$ cat src/rtl/poly_note_player_if.sv
// poly_note_player_if
// Bundles the song-reader request, beat/codec strobes and the player's
// status/mix outputs into one port so the player and its driver agree on
// widths in one place.
//
// Modports:
//   master - the song reader / sequencer side. It drives play_enable,
//            load_new_note, note_to_load, duration, beat and
//            generate_next_sample, and observes all player outputs.
//   slave  - the poly_note_player side.
//
// Signals:
//   play_enable          run (1) / freeze (0)
//   load_new_note        one-cycle load request
//   note_to_load         note index for the request (0 = rest)
//   duration             beats for the request (0 is illegal)
//   beat                 one-cycle beat tick
//   generate_next_sample codec sample request
//   load_accepted        pulse: request placed in a voice
//   load_dropped         pulse: request discarded
//   voice_busy           per-voice active flags
//   note_done            per-voice pulse when its duration expires
//   sample_out           signed mixed sample, MIX_W bits
//   sample_ready         pulse: sample_out updated
interface poly_note_player_if #(
   parameter int VOICES   = 3,
   parameter int NOTE_W   = 6,
   parameter int DUR_W    = 6,
   parameter int SAMPLE_W = 16,
   parameter int MIX_W    = SAMPLE_W + $clog2(VOICES)
);
   logic                    play_enable;
   logic                    load_new_note;
   logic [NOTE_W-1:0]       note_to_load;
   logic [DUR_W-1:0]        duration;
   logic                    beat;
   logic                    generate_next_sample;
   logic                    load_accepted;
   logic                    load_dropped;
   logic [VOICES-1:0]       voice_busy;
   logic [VOICES-1:0]       note_done;
   logic signed [MIX_W-1:0] sample_out;
   logic                    sample_ready;

   modport master (
      output play_enable, load_new_note, note_to_load, duration, beat,
             generate_next_sample,
      input  load_accepted, load_dropped, voice_busy, note_done, sample_out,
             sample_ready
   );

   modport slave (
      input  play_enable, load_new_note, note_to_load, duration, beat,
             generate_next_sample,
      output load_accepted, load_dropped, voice_busy, note_done, sample_out,
             sample_ready
   );
endinterface

$ cat src/rtl/poly_note_player.sv
// poly_note_player
// Polyphonic note player. Load requests are placed in the lowest-index idle
// voice, each voice counts its duration down on qualifying beats, and all
// voice samples are summed into one widened signed sample.
//
// Contains the per-voice helpers:
//   frequency_rom - registered note -> phase step lookup (step = note << 8)
//   sine_reader   - 16-bit phase accumulator driving a 16-entry sine table;
//                   SAMPLE_W must be 2..16 (the table is 16-bit and the
//                   sample is its top SAMPLE_W bits)
//
// poly_note_player ports:
//   clk    system clock
//   reset  synchronous, active-high; clears all state
//   bus    poly_note_player_if.slave (see the interface file)
//
// Optional feature macro: VOICE_STEAL_EN. When defined, a legal request
// arriving while every voice is busy steals the busy voice with the smallest
// remaining count (lowest index on ties). Undefined: such requests are dropped.

module frequency_rom #(
   parameter int NOTE_W = 6
) (
   input  logic              clk,
   input  logic              reset,
   input  logic [NOTE_W-1:0] address,
   output logic [15:0]       step_size
);
   // One-cycle registered lookup; note 0 is a rest and yields step 0.
   always_ff @(posedge clk) begin
      if (reset) step_size <= '0;
      else       step_size <= 16'({address, 8'h00});
   end
endmodule

module sine_reader #(
   parameter int SAMPLE_W = 16
) (
   input  logic                       clk,
   input  logic                       reset,
   input  logic                       generate_next,
   input  logic [15:0]                step_size,
   output logic signed [SAMPLE_W-1:0] sample,
   output logic                       sample_ready
);
   logic [15:0]        phase;
   logic [15:0]        phase_next;
   logic signed [15:0] next_entry;

   function automatic logic signed [15:0] sine_entry(input logic [3:0] idx);
      case (idx)
         4'd0:  sine_entry = 16'sd0;
         4'd1:  sine_entry = 16'sd12539;
         4'd2:  sine_entry = 16'sd23170;
         4'd3:  sine_entry = 16'sd30273;
         4'd4:  sine_entry = 16'sd32767;
         4'd5:  sine_entry = 16'sd30273;
         4'd6:  sine_entry = 16'sd23170;
         4'd7:  sine_entry = 16'sd12539;
         4'd8:  sine_entry = 16'sd0;
         4'd9:  sine_entry = -16'sd12539;
         4'd10: sine_entry = -16'sd23170;
         4'd11: sine_entry = -16'sd30273;
         4'd12: sine_entry = -16'sd32767;
         4'd13: sine_entry = -16'sd30273;
         4'd14: sine_entry = -16'sd23170;
         default: sine_entry = -16'sd12539;
      endcase
   endfunction

   assign phase_next = phase + step_size;
   assign next_entry = sine_entry(phase_next[15:12]);

   // Each request advances the phase and looks up the new phase, so the
   // sample and its ready pulse appear the cycle after the request.
   always_ff @(posedge clk) begin
      if (reset) begin
         phase        <= '0;
         sample       <= '0;
         sample_ready <= 1'b0;
      end else begin
         sample_ready <= generate_next;
         if (generate_next) begin
            phase  <= phase_next;
            sample <= next_entry[15 -: SAMPLE_W];
         end
      end
   end
endmodule

module poly_note_player #(
   parameter int VOICES   = 3,
   parameter int NOTE_W   = 6,
   parameter int DUR_W    = 6,
   parameter int SAMPLE_W = 16
) (
   input logic               clk,
   input logic               reset,
   poly_note_player_if.slave bus
);
   localparam int MIX_W = SAMPLE_W + $clog2(VOICES);
   localparam int IDX_W = (VOICES > 1) ? $clog2(VOICES) : 1;

   typedef enum logic {IDLE, ACTIVE} voice_state_t;

   voice_state_t            state [VOICES];
   logic [NOTE_W-1:0]       note  [VOICES];
   logic [DUR_W-1:0]        count [VOICES];
   logic [VOICES-1:0]       busy;
   logic [VOICES-1:0]       done_q;
   logic                    accepted_q;
   logic                    dropped_q;

   logic [IDX_W-1:0]        target;
   logic                    have_target;
   logic                    steal;
   logic                    legal;
   logic [DUR_W-1:0]        best_count;

   logic                    generate_next;
   logic [15:0]             step [VOICES];
   logic signed [SAMPLE_W-1:0] voice_sample [VOICES];
   logic [VOICES-1:0]       voice_ready;
   logic signed [MIX_W-1:0] mix_sum;
   logic signed [MIX_W-1:0] sample_q;
   logic                    ready_q;

   assign legal         = bus.load_new_note & bus.play_enable & (bus.duration != '0);
   assign generate_next = bus.play_enable & bus.generate_next_sample;

   // Busy flags come straight from the registered voice states.
   always_comb begin
      busy = '0;
      for (int i = 0; i < VOICES; i++) busy[i] = (state[i] == ACTIVE);
   end

   // Pick the lowest-index idle voice. A voice expiring this cycle is still
   // ACTIVE here, so it is never chosen. With stealing, a full player picks
   // the smallest count instead; strict '<' keeps the lowest index on ties.
   always_comb begin
      target      = '0;
      have_target = 1'b0;
      steal       = 1'b0;
      best_count  = count[0];
      for (int i = VOICES - 1; i >= 0; i--) begin
         if (!busy[i]) begin
            target      = IDX_W'(i);
            have_target = 1'b1;
         end
      end
`ifdef VOICE_STEAL_EN
      if (!have_target) begin
         steal       = 1'b1;
         have_target = 1'b1;
         for (int i = 1; i < VOICES; i++) begin
            if (count[i] < best_count) begin
               best_count = count[i];
               target     = IDX_W'(i);
            end
         end
      end
`endif
   end

   // Voice state machine. A load into a voice takes priority over that
   // voice's beat decrement; a stolen voice reports note_done as it reloads.
   // With play_enable low nothing moves and no pulses are produced, though a
   // request is still reported as dropped.
   always_ff @(posedge clk) begin
      if (reset) begin
         for (int i = 0; i < VOICES; i++) begin
            state[i] <= IDLE;
            note[i]  <= '0;
            count[i] <= '0;
         end
         done_q     <= '0;
         accepted_q <= 1'b0;
         dropped_q  <= 1'b0;
      end else begin
         done_q     <= '0;
         accepted_q <= legal & have_target;
         dropped_q  <= bus.load_new_note & ~(legal & have_target);
         if (bus.play_enable) begin
            for (int i = 0; i < VOICES; i++) begin
               if (legal && have_target && target == IDX_W'(i)) begin
                  state[i]  <= ACTIVE;
                  note[i]   <= bus.note_to_load;
                  count[i]  <= bus.duration;
                  done_q[i] <= steal;
               end else if (bus.beat && state[i] == ACTIVE) begin
                  count[i] <= count[i] - 1'b1;
                  if (count[i] == DUR_W'(1)) begin
                     state[i]  <= IDLE;
                     done_q[i] <= 1'b1;
                  end
               end
            end
         end
      end
   end

   // Idle voices address the rest entry so their step is zero.
   for (genvar g = 0; g < VOICES; g++) begin : g_voice
      logic [NOTE_W-1:0] rom_address;
      assign rom_address = busy[g] ? note[g] : '0;

      frequency_rom #(.NOTE_W(NOTE_W)) u_rom (
         .clk       (clk),
         .reset     (reset),
         .address   (rom_address),
         .step_size (step[g])
      );

      sine_reader #(.SAMPLE_W(SAMPLE_W)) u_reader (
         .clk           (clk),
         .reset         (reset),
         .generate_next (generate_next),
         .step_size     (step[g]),
         .sample        (voice_sample[g]),
         .sample_ready  (voice_ready[g])
      );
   end

   // Sign-extend and sum the busy voices; MIX_W covers the worst case so the
   // sum never wraps.
   always_comb begin
      mix_sum = '0;
      for (int i = 0; i < VOICES; i++) begin
         if (busy[i]) mix_sum = mix_sum + MIX_W'(voice_sample[i]);
      end
   end

   // Every reader sees the same request, so their ready pulses coincide with
   // voice 0's; the AND is simply voice 0's strobe.
   always_ff @(posedge clk) begin
      if (reset) begin
         sample_q <= '0;
         ready_q  <= 1'b0;
      end else begin
         ready_q <= 1'b0;
         if (bus.play_enable && (&voice_ready)) begin
            sample_q <= mix_sum;
            ready_q  <= 1'b1;
         end
      end
   end

   assign bus.load_accepted = accepted_q;
   assign bus.load_dropped  = dropped_q;
   assign bus.voice_busy    = busy;
   assign bus.note_done     = done_q;
   assign bus.sample_out    = sample_q;
   assign bus.sample_ready  = ready_q;
endmodule

$ cat src/flat_wrapper.sv
// flat-port wrapper written by rule: the top's interface ports become plain ports
module poly_note_player_flat 
#(
   parameter int VOICES   = 3,
   parameter int NOTE_W   = 6,
   parameter int DUR_W    = 6,
   parameter int SAMPLE_W = 16
)
  (clk, reset, bus_play_enable, bus_load_new_note, bus_note_to_load, bus_duration, bus_beat, bus_generate_next_sample, bus_load_accepted, bus_load_dropped, bus_voice_busy, bus_note_done, bus_sample_out, bus_sample_ready);
  poly_note_player_if #(.VOICES(VOICES), .NOTE_W(NOTE_W), .DUR_W(DUR_W), .SAMPLE_W(SAMPLE_W)) bus_i ();
  input logic clk;
  input logic reset;
  input wire logic [$bits(bus_i.play_enable)-1:0] bus_play_enable;
  input wire logic [$bits(bus_i.load_new_note)-1:0] bus_load_new_note;
  input wire logic [$bits(bus_i.note_to_load)-1:0] bus_note_to_load;
  input wire logic [$bits(bus_i.duration)-1:0] bus_duration;
  input wire logic [$bits(bus_i.beat)-1:0] bus_beat;
  input wire logic [$bits(bus_i.generate_next_sample)-1:0] bus_generate_next_sample;
  output wire logic [$bits(bus_i.load_accepted)-1:0] bus_load_accepted;
  output wire logic [$bits(bus_i.load_dropped)-1:0] bus_load_dropped;
  output wire logic [$bits(bus_i.voice_busy)-1:0] bus_voice_busy;
  output wire logic [$bits(bus_i.note_done)-1:0] bus_note_done;
  output wire logic [$bits(bus_i.sample_out)-1:0] bus_sample_out;
  output wire logic [$bits(bus_i.sample_ready)-1:0] bus_sample_ready;
  assign bus_i.play_enable = bus_play_enable;
  assign bus_i.load_new_note = bus_load_new_note;
  assign bus_i.note_to_load = bus_note_to_load;
  assign bus_i.duration = bus_duration;
  assign bus_i.beat = bus_beat;
  assign bus_i.generate_next_sample = bus_generate_next_sample;
  assign bus_load_accepted = bus_i.load_accepted;
  assign bus_load_dropped = bus_i.load_dropped;
  assign bus_voice_busy = bus_i.voice_busy;
  assign bus_note_done = bus_i.note_done;
  assign bus_sample_out = bus_i.sample_out;
  assign bus_sample_ready = bus_i.sample_ready;
  poly_note_player #(.VOICES(VOICES), .NOTE_W(NOTE_W), .DUR_W(DUR_W), .SAMPLE_W(SAMPLE_W)) u_core (.clk(clk), .reset(reset), .bus(bus_i));
endmodule
$ cat config.mk
export PLATFORM = sky130hd
export DESIGN_NAME = poly_note_player_flat
export DESIGN_NICKNAME = d
export VERILOG_FILES = /design/src/rtl/poly_note_player_if.sv /design/src/rtl/poly_note_player.sv /design/src/flat_wrapper.sv
export SDC_FILE = /design/constraint.sdc
export NUM_CORES = 1
export LEC_CHECK = 0
export ABC_CLOCK_PERIOD_IN_PS = 12500
export BUFFER_PORTS_ARGS = -buffer_cell sky130_fd_sc_hd__buf_2
export CAP_MARGIN = 30
export CORE_UTILIZATION = 55
export DETAILED_ROUTE_END_ITERATION = 12
export GPL_ROUTABILITY_DRIVEN = 0
export PLACE_DENSITY = 0.73
export SLEW_MARGIN = 5
export SYNTH_ARGS = -nofsm -noshare
export SYNTH_HDL_FRONTEND = slang
export SYNTH_SLANG_ARGS = --single-unit
$ cat constraint.sdc
create_clock -name clk -period 12.5 [get_ports clk]
set_clock_uncertainty 0.15 [all_clocks]
set_input_delay 1.25 -clock clk [delete_from_list [all_inputs] [get_ports clk]]
set_output_delay 1.25 -clock clk [all_outputs]
set_load 0.02 [all_outputs]
### Word level (Yosys, flattened, before mapping)

Memories as Yosys holds them, arrays and structs flattened. A register that Yosys moved wholly into a read port is not among the register bits.
Index checks and enable logic that the tools add are counted.

| storage, ports and cells | value |
|---|---|
| bits of input ports | 18 |
| bits in read-only memories | 768 |
| output and inout port bits | 27 |
| bits in writable memories | 39 |
| flip-flop bits (word level) | 103 |
| memories | 6 |
| logic and storage cells | 142 |

| cells by class | value |
|---|---|
| reduce and logical (&&, ||, !) cells | 14 |
| multiplexer cells | 72 |
| add/subtract/negate cells | 8 |
| equality and inequality tests | 5 |
| bitwise logic cells | 25 |

Memory list:

| memory | words | bits a word | read ports | clocked after Yosys merged registers in | write ports | RTL line | text |
|---|---|---|---|---|---|---|---|
| (no name shown) | 16 | 16 | 1 | 1 | 0 | poly_note_player.sv:51 | `case (idx)` |
| (no name shown) | 16 | 16 | 1 | 1 | 0 | poly_note_player.sv:51 |  |
| (no name shown) | 16 | 16 | 1 | 1 | 0 | poly_note_player.sv:51 |  |
| u_core.count | 3 | 6 | 3 | 0 | 3 | poly_note_player.sv:108 | `logic [DUR_W-1:0] count [VOICES];` |
| u_core.note | 3 | 6 | 3 | 3 | 3 | poly_note_player.sv:107 | `logic [NOTE_W-1:0] note [VOICES];` |
| u_core.state | 3 | 1 | 3 | 0 | 3 | poly_note_player.sv:106 | `voice_state_t state [VOICES];` |

Operator list:

| cell | number |
|---|---|
| $mux W1 | 57 |
| $mux W18 | 3 |
| $mux W6 | 9 |
| $add A16 B16 Y16 | 3 |
| $add A18 B16 Y18 | 2 |
| $eq A6 B1 Y1 const B | 3 |
| $sub A6 B1 Y6 const B | 3 |
| $or A1 B1 Y1 | 15 |
| $logic_and A1 B1 Y1 | 8 |
| $reduce_or A2 Y1 | 4 |
| $mux W2 | 3 |
| $reduce_bool A6 Y1 | 1 |
| $and A1 B1 Y1 | 5 |
| $not A1 Y1 | 5 |
| $eq A2 B1 Y1 const B | 1 |
| $eq A2 B2 Y1 const B | 1 |
| $logic_not A2 Y1 | 1 |

### Depth between registers and ports, before layout

An unclocked memory read counts as a cell.

| depth | value |
|---|---|
| word-level depth | 12 |
| mapped depth | 22 |
| mapped depth without buffers | 21 |

### Cells and area by module

From an unflattened synthesis, not the netlist that was laid out.

| second synthesis, totals | value |
|---|---|
| cell total of the unflattened synthesis | 1409 |
| area, all modules | 12106.6 sq um |

By module, submodules not included:

| module | times used | cells an instance | area an instance (sq um) | sequential area each (sq um) |
|---|---|---|---|---|
| poly_note_player | 1 | 598 | 5046.1 | 1641.6 |
| sine_reader (u_core.g_voice[2].u_reader) | 1 | 249 | 2153.3 | 560.5 |
| sine_reader (u_core.g_voice[1].u_reader) | 1 | 257 | 2127.0 | 560.5 |
| sine_reader (u_core.g_voice[0].u_reader) | 1 | 236 | 2070.7 | 560.5 |
| frequency_rom | 3 | 23 | 236.5 | 120.1 |

### Least setup slack after synthesis

Ideal clock, no wire load.

| timing path | value |
|---|---|
| path kind | register -> register |
| start | memory u_core.state[0] (netlist bit) |
| end | register u_core.sample_q[17], in the netlist u_core.bus.sample_out[17] |
| clock period less this slack | 4877 ps |
| library setup time | 91 ps |
| buffers on the path | 2 |
| stages on the path, launching flop included | 20 |
| data required time | 12259 ps |
| arrival time | 4636 ps |
| path slack | 7623 ps |
| cell sequence | edfxtp_1 clkbuf_1 clkbuf_1 nand2_1 fa_1 nand3b_1 a211oi_1 o31a_1 o211ai_1 nor3b_1 o31ai_1 ha_1 a21oi_1 o21bai_1 a2111oi_0 nor2_1 o41ai_1 xnor2_1 nand3_1 a311oi_1 |

RTL lines:

| what | RTL line | text |
|---|---|---|
| start: declaration | poly_note_player.sv:106 |  |
| end signal: assignment | poly_note_player.sv:242 | `sample_q <= mix_sum;` |
| end: declaration | poly_note_player.sv:125 | `logic signed [MIX_W-1:0] sample_q;` |

==> impl_metrics.csv <==
group,metric,value,unit
run_status,run_status,"finished, final reports clean",
placement,dpl.hpwl,14000,um
detailed_routing,ant_nets,0,
timing,finalCritPeriodShare,43.7,%
pwr,power,1.13,mW
worst_setup_path,crit_path_start_kind,"flop",
final_layout,final_util,62.4,%
timing,fmax,183,MHz
synth,synth_compound_area_share,21.6,%
floorplanning,coreArea,0.0159,mm^2
detailed_routing,wirelength,19900,um
pwr,ir_drop,97.8,uV
flow_run,maxCapViolCount,0,
final_layout,antennaDiodeCount,0,
timing,fin_crit,5470,ps
grt,groute.usage.overall,25.4,%
detailed_routing,dr.pass1.iters,5,
detailed_routing,routed-wl-met2,9300,um
synth,synth_ff_type,"dfxtp_1",
synth,yosys.area_share.simple,19.9,%
floorplanning,fp.dieW,129,um
synth,synth_cells,1054,
synth,async_flop_share,0,%
min_path,min_to,"u_core.g_voice[0].u_rom.step_size[12]",
worst_setup_path,r2r_cells,20,
detailed_routing,top_layer_used,"met4",
worst_setup_path,path_max_fanout,24,
placement,placed_area,0.00925,mm^2
worst_setup_path,rrSetupSlack,7030,ps
worst_setup_path,critPathArrivalTime,5650,ps
floorplanning,die-area,0.0167,mm^2
worst_setup_path,critPathRequiredTime,12690,ps
clock_network,cts_resized,0,
final_layout,final_cell_area,0.00991,mm^2
detailed_routing,wire_per_inst,15.4,um
final_layout,final_common_cell,"nor2_1",
synth,yosys_warnings,0,
pwr,p_leak,4.19,nW
clock_network,numCtsBuffers,17,
clock_network,root_buffer,"clkbuf_16",
detailed_routing,via_per_inst,5.74,
synth,synth_cell_type_count,71,
synth,syn_avg_cell_area,8.47,um^2
synth,syn_area,0.00893,mm^2
synth,synth_top_family_by_area,"compound AO/OA/AOI/OAI gates",
clock_network,path_clk_slew,70,ps
synth,synth_xor_xnor_area_share,3.83,%
synth,ys_ff_latch,139,
detailed_routing,wl_met1,9320,um
grt,antenna_found_initial,0,
clock_network,htreeDepth,4,
grt,grt_start_max_net_pins,89,
worst_setup_path,criticalPathCategory,"reg -> reg",
timing,finalSetupTns,0,ps
timing,setup_violations,0,
final_layout,final_nets,1159,
floorplanning,rows,46,
detailed_routing,drtIter0Drc,440,
synth,synth_fa_ha_area_share,11.0,%
timing,maxSlewViolCount,0,
timing,relSlewSlack,35.5,%
floorplanning,start_util,56.2,%
detailed_routing,route.met3.wl,755,um
final_layout,drive_gt1_share,10.5,%
timing,finalHoldViolCount,0,
min_path,worstHoldPathCells,1,
synth,synth_edf_count,38,
clock_network,cts.sinks,139,
floorplanning,num_io_pins,45,
worst_setup_path,cp-end-kind,"flop",
timing,holdWs,294,ps
final_layout,syn_to_final_growth,11.0,%
synth,syn_nets,1145,
worst_setup_path,reg2reg_from,"u_core.state[0]",
grt,grt_pass1_wl,33200,um
clock_network,cts_setup_buffers,0,
clock_network,cts_hold_buffers,0,
detailed_routing,drc,0,
clock_network,cts_tree,"built",
synth,synth_seq_area_share,35.4,%
min_path,min_from,"u_core.note[0][4]",
grt,grt_pass1_vias,6827,
timing,worst_pin_slew,965,ps
clock_network,cts_buffer_depth,2,
final_layout,final_cell_mix,"nor2_1 (123), dfxtp_1 (101), nand2_1 (94)",
clock_network,clk_latency,430,ps
grt,overflow,0,
synth,synthMuxAreaShare,3.12,%
timing,rsz0062_at_grt,"false",
final_layout,fillers,1396,
placement,io_buffers,44,
min_path,hold_path_class,"reg -> reg",
worst_setup_path,regToRegEndpoint,"u_core.bus.sample_out[17]",
floorplanning,die_h,129,um
detailed_routing,vias,7440,
pwr,powerDensity,114,mW/mm^2
==> power by group <==
group	leakage, nW	internal [mW]	switching, mW
clock	0.301	0.290	0.233
combinational	2.67	0.0441	0.0739
sequential	1.22	0.480	0.0122
==> routing by layer <==
metal  GRT usage [%]  vias up
li1                -     3791
met1            32.7     3444
met2            42.4      172
met3            4.42       33
met4            10.1        0
met5               0        -
==> worst max-delay path by stage <==
stage	startpoint	endpoint	slack [ps]	depth (start not counted)
2_1_floorplan	u_core.state[0]	u_core.bus.sample_out[17]	7620	19
3_3_place_gp	u_core.state[0]	u_core.bus.sample_out[17]	7210	20
3_5_place_dp	u_core.state[0]	u_core.bus.sample_out[17]	7060	20
4_1_cts	u_core.state[0]	u_core.bus.sample_out[17]	7040	20
5_1_grt	u_core.state[0]	u_core.bus.sample_out[17]	6470	20
6_report	u_core.state[0]	u_core.bus.sample_out[17]	7030	20
==> registers in the layout (all words and copies together), names as in the netlist <==
signal	cells
u_core.note	18
u_core.state	3
u_core.bus.load_dropped	1
u_core.bus.load_accepted	1
u_core.g_voice.u_reader.sample	33
u_core.bus.sample_out	18
u_core.g_voice.u_reader.phase	24
u_core.g_voice.u_reader.sample_ready	1
u_core.bus.sample_ready	1
u_core.count	18
u_core.g_voice.u_rom.step_size	18
u_core.bus.note_done	3
==> critical path: stages (launching register included) <==
cell and delay [ps]:
edfxtp_1 780, nand2_1 140, inv_1 80, ha_1 180
inv_1 60, fa_1 430, nand3b_1 180, a211oi_1 440
o31a_1 200, o211ai_1 140, nor3b_1 190, o31ai_1 270
ha_1 350, a21oi_1 160, o21bai_1 90, a2111oi_0 430
nor2_1 140, o41ai_1 390, xnor2_1 190, nand3_1 100
a311oi_1 270
==> per-stage QoR <==
| stage | instances | setup slack [ps] |
|---|---|---|
| after floorplan | 1054 | 7620 |
| after global placement | 1261 | 7210 |
| after detailed placement | 1262 | 7060 |
| after CTS | 1294 | 7040 |
| after global routing | 1297 | 6470 |
| final | 1297 | 7030 |
==> layout make-up <==
cell class	count	area (um^2)	share of cell area, %
Clock buffer	17	425	4.29
Clock inverter	15	199	2.01
Inverter	58	218	2.20
Multi-Input combinational cell	797	5310	53.6
Sequential cell	139	3160	31.9
Tap cell	216	270	2.73
Timing Repair Buffer	55	324	3.27
==> synth_stat cells (8+ instances only) <==
library cell	number	area share, %
dfxtp_1	101	23
and2_1	35	2.5
a21o_1	19	1.6
o21ai_0	29	1.6
nand2_1	95	4.0
nor2b_1	14	0.98
a21oi_1	78	4.4
nand3_1	18	1.0
edfxtp_1	38	13
nor3_1	38	2.1
xor2_1	14	1.4
nor2_1	123	5.2
ha_1	68	9.5
o21bai_1	8	0.67
nand2b_1	15	1.1
a211oi_1	41	3.4
xnor2_1	25	2.5
inv_1	58	2.4
clkbuf_1	49	2.1
o211ai_1	18	1.5
mux2i_1	20	2.2
==> logic make-up after synthesis <==
| logic type | after synthesis |
|---|---|
| AO/OA/AOI/OAI | 279 |
| XOR/XNOR | 39 |
| AND/OR/NAND/NOR | 377 |
| multiplexers | 26 |
| flip-flops | 139 |
| adder cells (fa/ha/maj) | 76 |
| buffers and inverters | 118 |
(Power assumes the default switching activity.)
